### config.mk
export PLATFORM = sky130hd
export DESIGN_NAME = uart_tx_arbiter
export DESIGN_NICKNAME = d
export VERILOG_FILES = /design/src/rtl/uart_tx_arbiter.sv
export SDC_FILE = /design/constraint.sdc
export NUM_CORES = 1
export LEC_CHECK = 0
export BUFFER_PORTS_ARGS = -buffer_cell sky130_fd_sc_hd__clkbuf_2
export CORE_UTILIZATION = 60
export DETAILED_ROUTE_END_ITERATION = 16
export GPL_TIMING_DRIVEN = 1
export HOLD_SLACK_MARGIN = 0.02
export PLACE_DENSITY_LB_ADDON = 0.2
export SETUP_SLACK_MARGIN = 0.05
export SLEW_MARGIN = 20
export SYNTH_ARGS = -nofsm -noshare
export SYNTH_HDL_FRONTEND = slang
export SYNTH_SLANG_ARGS = --single-unit
### constraint.sdc
create_clock -name sysclk -period 2.7 [get_ports sysclk]
set_input_delay 0 -clock sysclk [delete_from_list [all_inputs] [get_ports sysclk]]
set_output_delay 0 -clock sysclk [all_outputs]
set_load 0.01 [all_outputs]
### src/rtl/uart_tx_arbiter.sv
// uart_tx_arbiter: two-requester 8N1 UART transmitter; ties alternate, starting with requester 0.
module uart_tx_arbiter #(
    parameter int CLKS_PER_BIT = 10416
) (
    input  logic       sysclk,
    input  logic       reset,
    input  logic       enable,
    input  logic       req0_valid,
    input  logic [7:0] req0_data,
    output logic       req0_ready,
    input  logic       req1_valid,
    input  logic [7:0] req1_data,
    output logic       req1_ready,
    output logic       tx,
    output logic       busy,
    output logic       grant,
    output logic       done
);
    typedef enum logic [1:0] {IDLE, START, DATA, STOP} state_t;
    localparam logic [13:0] LAST_CNT = 14'(CLKS_PER_BIT - 1);
    state_t      state_q;
    logic [13:0] cnt_q;
    logic [2:0]  idx_q;
    logic [7:0]  sh_q;
    logic        tx_q, busy_q, done_q, grant_q, last_q;
    logic        bit_end, open, winner;
    assign bit_end = cnt_q == LAST_CNT;
    assign open    = reset && state_q == IDLE && enable;
    // A tie goes to whoever did not own the previous frame.
    assign winner     = (req0_valid && req1_valid) ? ~last_q : req1_valid;
    assign req0_ready = open && req0_valid && !winner;
    assign req1_ready = open && req1_valid && winner;
    assign tx    = tx_q;
    assign busy  = busy_q;
    assign grant = grant_q;
    assign done  = done_q;
    always_ff @(posedge sysclk) begin
        if (!reset) begin
            state_q <= IDLE;
            cnt_q   <= '0;
            idx_q   <= '0;
            sh_q    <= '0;
            tx_q    <= 1'b1;
            busy_q  <= 1'b0;
            done_q  <= 1'b0;
            grant_q <= 1'b0;
            last_q  <= 1'b1;
        end else begin
            done_q <= 1'b0;
            cnt_q  <= bit_end ? '0 : cnt_q + 14'd1;
            case (state_q)
                IDLE: begin
                    cnt_q <= '0;
                    if (req0_ready || req1_ready) begin
                        state_q <= START;
                        sh_q    <= winner ? req1_data : req0_data;
                        grant_q <= winner;
                        last_q  <= winner;
                        tx_q    <= 1'b0;
                        busy_q  <= 1'b1;
                    end
                end
                START: if (bit_end) begin
                    state_q <= DATA;
                    idx_q   <= '0;
                    tx_q    <= sh_q[0];
                    sh_q    <= sh_q >> 1;
                end
                DATA: if (bit_end) begin
                    if (idx_q == 3'd7) begin
                        state_q <= STOP;
                        tx_q    <= 1'b1;
                    end else begin
                        idx_q <= idx_q + 3'd1;
                        tx_q  <= sh_q[0];
                        sh_q  <= sh_q >> 1;
                    end
                end
                STOP: if (bit_end) begin
                    state_q <= IDLE;
                    busy_q  <= 1'b0;
                    done_q  <= 1'b1;
                end
                default: state_q <= IDLE;
            endcase
        end
    end
endmodule
# Yosys cells after proc, flatten, opt, wreduce, memory -nomap -nowiden
# Cells that the tools add are included.
[word_totals]
wordCells = 71
register_bits = 32
[classes]
reduce_logical = 21
n_mux = 26
addsub = 2
n_eq_ne = 11
bitwise_logic = 2
[ops]
columns = ["op", "count"]
rows = [
  ["two-way mux 8 bit", 5],
  ["one-hot mux 8 bit (3 select lines)", 1],
  ["adder 14 x 1 -> 14 bit, second input constant", 1],
  ["equality test 14 bit, second input constant", 1],
  ["two-way mux 2 bit", 5],
  ["inequality test 2 bit, second input constant", 5],
  ["AND reduction 5 bit", 2],
  ["two-way mux 3 bit", 3],
  ["two-way mux 1 bit", 8],
  ["one-hot mux 2 bit (4 select lines)", 1],
  ["AND reduction 4 bit", 2],
  ["logical AND 1 bit", 7],
  ["one-hot mux 3 bit (2 select lines)", 1],
  ["equality test 2 bit, second input constant", 2],
  ["AND reduction 2 bit", 2],
  ["nonzero test 2 bit", 2],
  ["adder 3 x 1 -> 3 bit, second input constant", 1],
  ["equality test 3 bit, second input constant", 1],
  ["one-hot mux 1 bit (3 select lines)", 1],
  ["AND reduction 3 bit", 1],
  ["nonzero test 3 bit", 1],
  ["OR reduction 3 bit", 1],
  ["equality test 2 x 1 -> 1 bit, second input constant", 1],
  ["zero test 2 bit", 1],
  ["5 further kinds", 6],
]

# Logic depth before layout (Yosys ltp)
# Gate-level depths: netlist of the first run.
[logic_depth]
depth_word = 8
depth_mapped = 6
mapped_depth_nobuf = 6

# Least setup slack after synthesis of the first run
# Ideal clock, no wire load.
[synth_path]
kind = "flip-flop to flip-flop"
startpoint = "register cnt_q[0]"
endpoint = "register cnt_q[10]"
setup_slack_ps = 951
arrival_time_ps = 1679
stages_incl_launch_ff = 6
setup_time_ps = 70
path_cell_list = "dfxtp_1 > ha_1 > nand3_2 > or4_1 > or3_1 > a21oi_1"
[synth_between]
elab_chain_cells = 2
elab_cells_between_ends = 3
[synth_rtl]
columns = ["item", "line", "source"]
rows = [
  ["from (decl)", "22", "logic [13:0] cnt_q;"],
  ["from (signal assigned)", "50", "cnt_q <= bit_end ? '0 : cnt_q + 14'd1;"],
  ["parallel branches: the longest is 2 deep, another holds adder 14 x 1 -> 14 bit", "--", ""],
]
# Several ways; the timed one is not identified.
# A chain may end at the register's enable or synchronous reset.

# Final worst setup path of the first run
[layout_path]
startpoint = "register cnt_q[8]"
endpoint = "register cnt_q[2]"
[layout_between]
elab_chain_cells = 2
[layout_rtl]
columns = ["item", "line", "source"]
rows = [
  ["equality test 14 bit", "27", "assign bit_end = cnt_q == LAST_CNT;"],
  ["OR reduction 3 bit (no line)", "--", ""],
]
# Every way passes these cells.

==> impl_metrics.json, run 1 <==
{
  "slew_violations": 0,
  "cp_num_buf_inv": 0,
  "synth_nets": 221,
  "clock_path_buffers": 2,
  "period_needed_ns": 1.93,
  "seq_area_frac_synth_pct": 37.0,
  "dpl.hpwl_mm": 2.39,
  "coreArea_sq_um": 2730,
  "crit_path_max_fanout": 14,
  "finalHoldViolCount": 0,
  "max-cap-violations": 0,
  "placed_cell_area_sq_um": 1870,
  "synth_edf_count": 0,
  "slowest_stage": "or4_4",
  "synth_top_area_cell": "dfxtp_1",
  "grt_start_max_net_pins": 34,
  "end_kind": "flip-flop",
  "p_leak_nw": 0.778,
  "worst_pin_slew_ns": 0.580,
  "nFillCells": 208,
  "via_per_inst": 5.85,
  "insertion_delay_ns": 0.34,
  "gp_congestion": 0.890,
  "clock-root-buffer": "clkbuf_4",
  "rsz0062_at_grt": "false",
  "worst-path-stages": 4,
  "worstHoldPathType": "in -> reg",
  "cts_buffers": 5,
  "wl_per_cell_um": 13.0,
  "synth_cells": 192,
  "fmax_mhz": 519,
  "max_stage_delay_ns": 0.57,
  "nNetsFinal": 248,
  "ys_warn_count": 0,
  "yosys_register_bits": 32,
  "clock-sinks": 32,
  "syn2layout_area_growth_pct": 12.9,
  "die_area_sq_um": 3100,
  "clkTransAtPathRegs_ns": 0.10,
  "layout.area.seq_sq_um": 641,
  "netlist.area_leader.share_pct": 37.0,
  "r2r_cells": 4,
  "grt_overflow": 0,
  "required_ns": 2.93,
  "cp.arrival_ns": 2.15,
  "power_frac_seq_pct": 41.8,
  "htreeDepth": 2,
  "final_cell_area_sq_um": 1950,
  "initial_core_util_pct": 63.3,
  "synth_cell_types": 45,
  "crit_type": "reg -> reg",
  "worstPathCellList": "or4_4, nor4_4, or3_2, nor2_1",
  "post-route-util_pct": 71.5,
  "pwr-share-comb_pct": 34.0,
  "fin_crit_sh_pct": 71.3,
  "synth_commonest_cells": "dfxtp_1, nand2_1, nor2_1",
  "drt-pass1-iter-count": 4,
  "tns_ns": 0,
  "finClkSkew_ns": 0.0132,
  "synth.area.top_cells": "dfxtp_1, ha_1, mux2i_1",
  "drc": 0,
  "rows": 19,
  "grt_util_all_layers_pct": 22.7,
  "power_density_nw_per_um2": 752,
  "grt_antenna_before_repair": 0,
  "io_pins": 27,
  "drtIter0Drc": 54,
  "syn_area_per_cell_sq_um": 9.01,
  "synthMostInstantiatedCell": "dfxtp_1",
  "relSlewSlack_pct": 61.3,
  "async_flop_share_pct": 0,
  "grt_pass1_wl_mm": 5.57,
  "holdPathStages": 3,
  "drt-total-wl_mm": 3.27,
  "cts_tree": "yes",
  "start_kind": "flip-flop",
  "synthFlopType": "dfxtp_1",
  "ir_worst_vdd_mv": 0.696,
  "die_h_um": 55.7,
  "diodes": 0,
  "setup_viol": 0,
  "grt_pass1_vias": 1338,
  "postCtsSetupBuffers": 0,
  "path_delay_family": "simple AND/OR/NAND/NOR gates",
  "outcome": "finished, final reports clean",
  "port_buffers": 26,
  "switching_share_pct": 33.2,
  "drive_gt1_share_pct": 21.8,
  "die_w_um": 55.7,
  "syn_area_sq_um": 1730,
  "p_clk_share_pct": 24.2,
  "multi_input_area_sq_um": 1020,
  "ant_nets": 0,
  "p_int_mw": 0.982,
  "p_sw_mw": 0.488,
  "vias": 1468
}
## layout by cell type (no fill, tap or decap), types with 5 or more instances in the layout
cell type	Yosys	routed
nor2_1	13	13
mux2_2	7	7
o21ai_0	5	5
nand3_1	6	6
inv_1	7	7
clkbuf_2	0	26
mux2i_1	10	10
ha_1	8	8
a21oi_1	6	6
or3_1	6	6
nand2b_1	9	9
o211ai_1	8	8
clkbuf_4	0	5
dfxtp_1	32	32
nand2_1	23	23
xnor2_1	6	6
## final timing paths
check | endpoint | start | slack, ns
hold / removal | busy | enable | 0.03
hold reg to reg | cnt_q[0] | cnt_q[0] | 0.45
setup / recovery | cnt_q[2] | cnt_q[8] | 0.77
setup reg to reg | cnt_q[2] | cnt_q[8] | 0.77
## tightest hold or removal path, stage by stage
cell	delay, ns
clkbuf_2	0.12
o2111ai_1	0.12
o22ai_1	0.09
## layer usage
layer	vias to the layer above	GRT usage (%)	part of all wire, %
met5	-	0	0
met4	0	11.4	2.0
met3	9	5.12	4.8
met2	47	36.5	47
met1	675	28.7	46
li1	737	-	-
## logic make-up (layout without fill, tap and decap cells)
| kind of cell | Yosys count | after routing | synth area share (%) |
|---|---|---|---|
| DFF | 32 | 32 | 37.0 |
| adders and majority gates | 8 | 8 | 5.78 |
| xor gates and xnor gates | 8 | 8 | 4.05 |
| and+or+nand+nor | 79 | 79 | 25.1 |
| buffers and inverters | 15 | 43 | 3.76 |
| AOI/OAI and AO/OA | 33 | 33 | 14.0 |
| muxes | 17 | 17 | 10.3 |
## registers in the layout, indices dropped and copies added, names as in the netlist
register and count:
cnt_q 14, sh_q 8, idx_q 3, state_q 2, busy 1, done 1, grant 1, last_q 1
tx 1
## layout make-up
cell class	count	area share (%)
Inverter	7	1.34
Clock buffer	6	2.11
Clock inverter	2	1.79
Multi-Input combinational cell	145	52.4
Timing Repair Buffer	28	7.55
Tap cell	31	1.98
Sequential cell	32	32.8
## through the flow
step / worst slack (ns) / instances / total power, mW / hold WS [ns]
after floorplan: 0.951 / 192 / 1.01 / 0.105
after global placement: 0.852 / 242 / 1.09 / 0.329
after detailed placement: 0.802 / 242 / 1.12 / 0.336
after CTS: 0.774 / 251 / 1.47 / 0.0340
after global routing: 0.657 / 251 / 1.55 / 0.0638
final: 0.774 / 251 / 1.47 / 0.0350
## power by group through the flow
stage,logic (mW),clock network (mW),registers [mW]
after detailed placement,0.496,0,0.624
final,0.501,0.356,0.614
after global placement,0.472,0,0.618
after CTS,0.499,0.358,0.614
after global routing,0.551,0.380,0.621
after floorplan,0.396,0,0.619
## repair_timing
action                                  CTS  global route
hold endpoints to repair                  1             0
hold buffers                              1             0
gates resized for setup                   0             0
endpoints found under the setup margin    0             0
No activity file was read; power rests on OpenSTA's default activity.
==> run 2: changes to the inputs <==
--- a/config.mk
+++ b/config.mk
@@ -6,7 +6,7 @@
 export NUM_CORES = 1
 export LEC_CHECK = 0
 export BUFFER_PORTS_ARGS = -buffer_cell sky130_fd_sc_hd__clkbuf_2
-export CORE_UTILIZATION = 60
+export CORE_UTILIZATION = 50
 export DETAILED_ROUTE_END_ITERATION = 16
 export GPL_TIMING_DRIVEN = 1
 export HOLD_SLACK_MARGIN = 0.02
==> constraint.sdc (replaced) <==
create_clock -name sysclk -period 1.7 [get_ports sysclk]
set_input_delay 0 -clock sysclk [delete_from_list [all_inputs] [get_ports sysclk]]
set_output_delay 0 -clock sysclk [all_outputs]
set_load 0.01 [all_outputs]
==> impl_metrics.json, run 2 (synthesis gave the netlist of run 1 again) <==
{
  "slowest_stage": "or4_4",
  "power_mw": 2.47,
  "dpl.hpwl_mm": 2.59,
  "final_cell_area_sq_um": 2230,
  "reg2reg_from": "cnt_q[8]",
  "dp_slack_ns": -0.0844,
  "outcome": "finished with violations",
  "crit_end": "sh_q[6]",
  "setup_viol": 2,
  "power_density_nw_per_um2": 1110,
  "die_w_um": 60.8,
  "start_kind": "flip-flop",
  "worst_hold_slack_ns": 0.0475,
  "clock-root-buffer": "clkbuf_4",
  "fin_crit_sh_pct": 100,
  "worstHoldPathType": "in -> reg",
  "nNetsFinal": 271,
  "max-cap-violations": 0,
  "required_ns": 1.91,
  "rsz0062_at_grt": "true",
  "top_register": "cnt_q",
  "reg.largest.list": "cnt_q x14, sh_q x8, idx_q x3",
  "slew_violations": 0,
  "fmax_mhz": 586,
  "violations": "negative setup slack",
  "grt_pass1_vias": 1397,
  "initial_core_util_pct": 54.4,
  "finalHoldViolCount": 0,
  "relSlewSlack_pct": 71.8,
  "clkTransAtPathRegs_ns": 0.10,
  "r2r_cells": 5,
  "end_kind": "flip-flop",
  "crit_path_max_fanout": 8,
  "ant_nets": 0,
  "wl_per_cell_um": 13.6,
  "worst_pin_slew_ns": 0.421,
  "layout.cells.non_filler": 286,
  "ir_worst_vdd_mv": 0.654,
  "layout_common_cells": "dfxtp_1, clkbuf_2, nand2_1, buf_4, nor2_1",
  "syn2layout_area_growth_pct": 28.7,
  "p_leak_nw": 0.905,
  "worstPathCellList": "or4_4, nor4_4, buf_6, o211ai_4, mux2i_1",
  "io_pins": 27,
  "die_area_sq_um": 3700,
  "htreeDepth": 2,
  "grt_overflow": 0,
  "placed_cell_area_sq_um": 2020,
  "drtIter0Drc": 77,
  "final_common_cell": "dfxtp_1",
  "crit_type": "reg -> reg",
  "dpl.cell_count": 270,
  "largest_reg_flops": 14,
  "grt_start_max_net_pins": 33,
  "insertion_delay_ns": 0.33,
  "cp.arrival_ns": 1.92,
  "gp_congestion": 0.896,
  "period_needed_ns": 1.71,
  "cts_buffers": 5,
  "diodes": 0,
  "clock-sinks": 32,
  "coreArea_sq_um": 3180,
  "rr_endpoint": "sh_q[6]",
  "vias": 1559,
  "die_h_um": 60.8,
  "rows": 20,
  "drc": 0,
  "via_per_inst": 5.45,
  "grt_antenna_before_repair": 0,
  "regToRegSetupSlack_ns": -0.007,
  "clock_path_buffers": 2,
  "worst_slack_ns": -0.00696,
  "startpoint": "cnt_q[8]",
  "cts_tree": "yes",
  "port_buffers": 26,
  "finClkSkew_ns": 0.00754,
  "grt_util_all_layers_pct": 22.6,
  "drive_gt1_share_pct": 36.4,
  "max_stage_delay_ns": 0.56,
  "drt-total-wl_mm": 3.89,
  "drt-pass1-iter-count": 4,
  "grt_pass1_wl_mm": 6.00
}
-- run 2: changes by cell type in the layout (fill, tap and decap cells not counted), moves of 3 or more --
cell | before | now
buf_4 | 1 | 21
dfxtp_1 | 32 | 27
dfxtp_2 | 0 | 5
or3_4 | 0 | 5
or3_1 | 6 | 3
-- run 2: worst min-delay path by stage --
stage | start | to | slack (ns) | cells after the start
finish | enable | last_q | 0.05 | 3
global route | enable | last_q | 0.04 | 3
floorplan | req0_valid | req0_ready | 0.10 | 2
detailed placement | req0_valid | req0_ready | 0.34 | 4
CTS | enable | last_q | 0.03 | 3
global placement | req1_valid | last_q | 0.33 | 3
-- run 2: cell type report --
type	count	area, sq um
multi-input combinational	146	1120
fill	259	951
sequential	32	647
timing repair buffer	50	314
clock buffer	7	65.1
tap	44	55.1
inverter	7	26.3
-- run 2: power breakdown --
group / internal, mW / switching, mW / total (mW)
Sequential: 0.902 / 0.0858 / 0.988
Clock: 0.234 / 0.248 / 0.482
Combinational: 0.499 / 0.502 / 1.00
Total: 1.64 / 0.836 / 2.47
-- run 2: metrics by stage --
stage | utilization (%) | setup TNS [ns]
after detailed placement | 63.6 | -0.139
after global routing | 70.1 | -0.476
after CTS | 67.8 | -0.0245
final | 70.1 | -0.0114
after floorplan | - | -0.105
after global placement | 63.6 | 0
-- run 2: critical path: cells and delay by family (launching register included) --
family / cells / cell delay [ns]
AO/OA/AOI/OAI: 1 / 0.16
buffers and inverters: 1 / 0.17
flip-flops: 1 / 0.33
multiplexers: 1 / 0.17
AND/OR/NAND/NOR: 2 / 0.75
-- run 2: timing repair --
action	in CTS	in global routing
setup endpoints to repair	12	27
pin swaps	5	6
buffers inserted	3	3
hold buffers	1	0
gates cloned	0	2
gates resized for setup	9	11
hold endpoints to repair	1	0
-- run 2: routing by layer --
metal  up-vias  GRT usage, %  routed length [um]
met1       729          28.2                1800
met5         -             0                   0
met2        34          35.8                1850
met3         7          7.68                 153
li1        789             -                   -
met4         0          9.74                  82
==> run 3: changes to the inputs <==
--- a/config.mk
+++ b/config.mk
@@ -6,7 +6,7 @@
 export NUM_CORES = 1
 export LEC_CHECK = 0
 export BUFFER_PORTS_ARGS = -buffer_cell sky130_fd_sc_hd__clkbuf_2
-export CORE_UTILIZATION = 50
+export CORE_UTILIZATION = 45
 export DETAILED_ROUTE_END_ITERATION = 16
 export GPL_TIMING_DRIVEN = 1
 export HOLD_SLACK_MARGIN = 0.02
==> impl_metrics.json, run 3 (synthesis gave the netlist of run 1 again) <==
{
  "start_kind": "flip-flop",
  "worst_slack_ns": -0.00861,
  "finClkSkew_ns": 0.00678,
  "fmax_mhz": 585,
  "rsz0062_at_grt": "true",
  "ir_worst_vdd_mv": 0.795,
  "die_h_um": 64.0,
  "regToRegSetupSlack_ns": -0.009,
  "crit_path_max_fanout": 8,
  "final_cell_area_sq_um": 2260,
  "postCtsHoldBufs": 0,
  "dr.max_layer_used": "met4",
  "worstHoldPathType": "in -> reg",
  "worst_pin_slew_ns": 0.404,
  "required_ns": 1.86,
  "nFillCells": 330,
  "crit_type": "reg -> reg",
  "dp_slack_ns": -0.0561,
  "p_int_mw": 1.84,
  "initial_core_util_pct": 47.3,
  "drt-total-wl_mm": 3.92,
  "grt_pass1_vias": 1613,
  "clkTransAtPathRegs_ns": 0.06,
  "grt_overflow": 0,
  "vias": 1583,
  "die_w_um": 64.0,
  "wl_met1_mm": 1.54,
  "drt-pass1-iter-count": 4,
  "coreArea_sq_um": 3660,
  "relSlewSlack_pct": 72.9,
  "reg.largest.list": "cnt_q x14, sh_q x8, idx_q x3",
  "wl_met3_um": 160,
  "p_sw_mw": 0.888,
  "pwr-share-comb_pct": 37.1,
  "drtIter0Drc": 66,
  "finalHoldViolCount": 0,
  "max-cap-violations": 0,
  "dr_wl_met2_mm": 2.13,
  "grt_start_max_net_pins": 33,
  "port_buffers": 26,
  "insertion_delay_ns": 0.29,
  "power_density_nw_per_um2": 1200,
  "outcome": "finished with violations",
  "cp.arrival_ns": 1.87,
  "htreeDepth": 2,
  "drive_gt1_share_pct": 36.3,
  "io_pins": 27,
  "nNetsFinal": 265,
  "violations": "negative setup slack",
  "gp_congestion": 0.821,
  "layout_common_cells": "dfxtp_1, clkbuf_2, nand2_1, buf_4, nor2_1",
  "grt_pass1_wl_mm": 6.64,
  "ant_nets": 0,
  "wl_per_cell_um": 13.8,
  "rows": 22,
  "drc": 0,
  "largest_reg_flops": 14,
  "p_leak_nw": 0.894,
  "p_clk_share_pct": 26.6,
  "setup_viol": 3,
  "period_needed_ns": 1.71,
  "clock_path_buffers": 2,
  "slew_violations": 0,
  "syn2layout_area_growth_pct": 30.7,
  "switching_share_pct": 32.6,
  "end_kind": "flip-flop",
  "grt_util_all_layers_pct": 20.9,
  "via_per_inst": 5.55,
  "clock-sinks": 32,
  "power_frac_seq_pct": 36.3,
  "clock-root-buffer": "clkbuf_8",
  "fin_crit_sh_pct": 101,
  "placed_cell_area_sq_um": 2010,
  "cts_buffers": 5,
  "top_register": "cnt_q",
  "cts_tree": "yes",
  "die_area_sq_um": 4100,
  "dpl.hpwl_mm": 2.65,
  "diodes": 0,
  "grt_antenna_before_repair": 0
}
[run 3: cell count changes in the layout (fill, tap and decap cells not counted), moves of 2 or more]
cell / change
buf_4: -6
clkbuf_4: -5
clkbuf_8: +3
buf_6: +2
[run 3: worst paths after layout]
kind | from | endpoint | depth (start not counted)
worst max-delay path | cnt_q[8] | sh_q[5] | 5
worst min register to register | sh_q[0] | sh_q[0] | 2
worst min-delay path | req1_valid | last_q | 3
worst max register to register | cnt_q[8] | sh_q[5] | 5
[run 3: power groups by stage]
stage	logic (mW)	clock network, mW	registers, mW
floorplan	0.638	0	0.988
global placement	0.820	0	0.986
detailed placement	0.852	0	0.995
CTS	0.899	0.745	0.985
global route	1.12	0.780	1.01
finish	1.01	0.725	0.990
[run 3: critical path, cell delays in order, from the launching register on]
cell and delay [ns]:
dfxtp_2 0.32, or4_4 0.57, nor4_4 0.18, buf_6 0.18, o211ai_4 0.16, mux2i_1 0.17
[run 3: per-layer routing]
metal,global-route usage [%],up-vias
li1,-,777
met1,20.7,754
met2,39.2,42
met3,5.54,10
met4,10.8,0
met5,0,-
[run 3: final cells by class]
type	count	area, sq um	share of cell area [%]
flip-flops and latches	32	651	28.8
repair buffers	44	277	12.2
well taps	48	60.1	2.65
inverters	7	26.3	1.16
clock inverters	3	42.5	1.88
multi-input cells	146	1140	50.3
clock buffers	5	68.8	3.04
[run 3: repair_timing]
| action | CTS | global route |
|---|---|---|
| setup buffers | 2 | 2 |
| resized for setup | 9 | 16 |
| endpoints found under the setup margin | 11 | 24 |
| pin swaps | 4 | 7 |
| gates cloned | 0 | 1 |
[run 3: metrics by stage]
step / hold WS, ns / TNS [ns] / instances / power, mW / util, %
6_report: 0.0759 / -0.0198 / 285 / 2.72 / 61.8
5_1_grt: 0.0936 / -0.572 / 285 / 2.91 / 61.8
4_1_cts: 0.0631 / -0.0501 / 282 / 2.63 / 59.4
3_5_place_dp: 0.344 / -0.127 / 272 / 1.85 / 55.0
3_3_place_gp: 0.323 / 0 / 272 / 1.81 / 55.0
2_1_floorplan: 0.105 / -0.105 / 192 / 1.63 / -
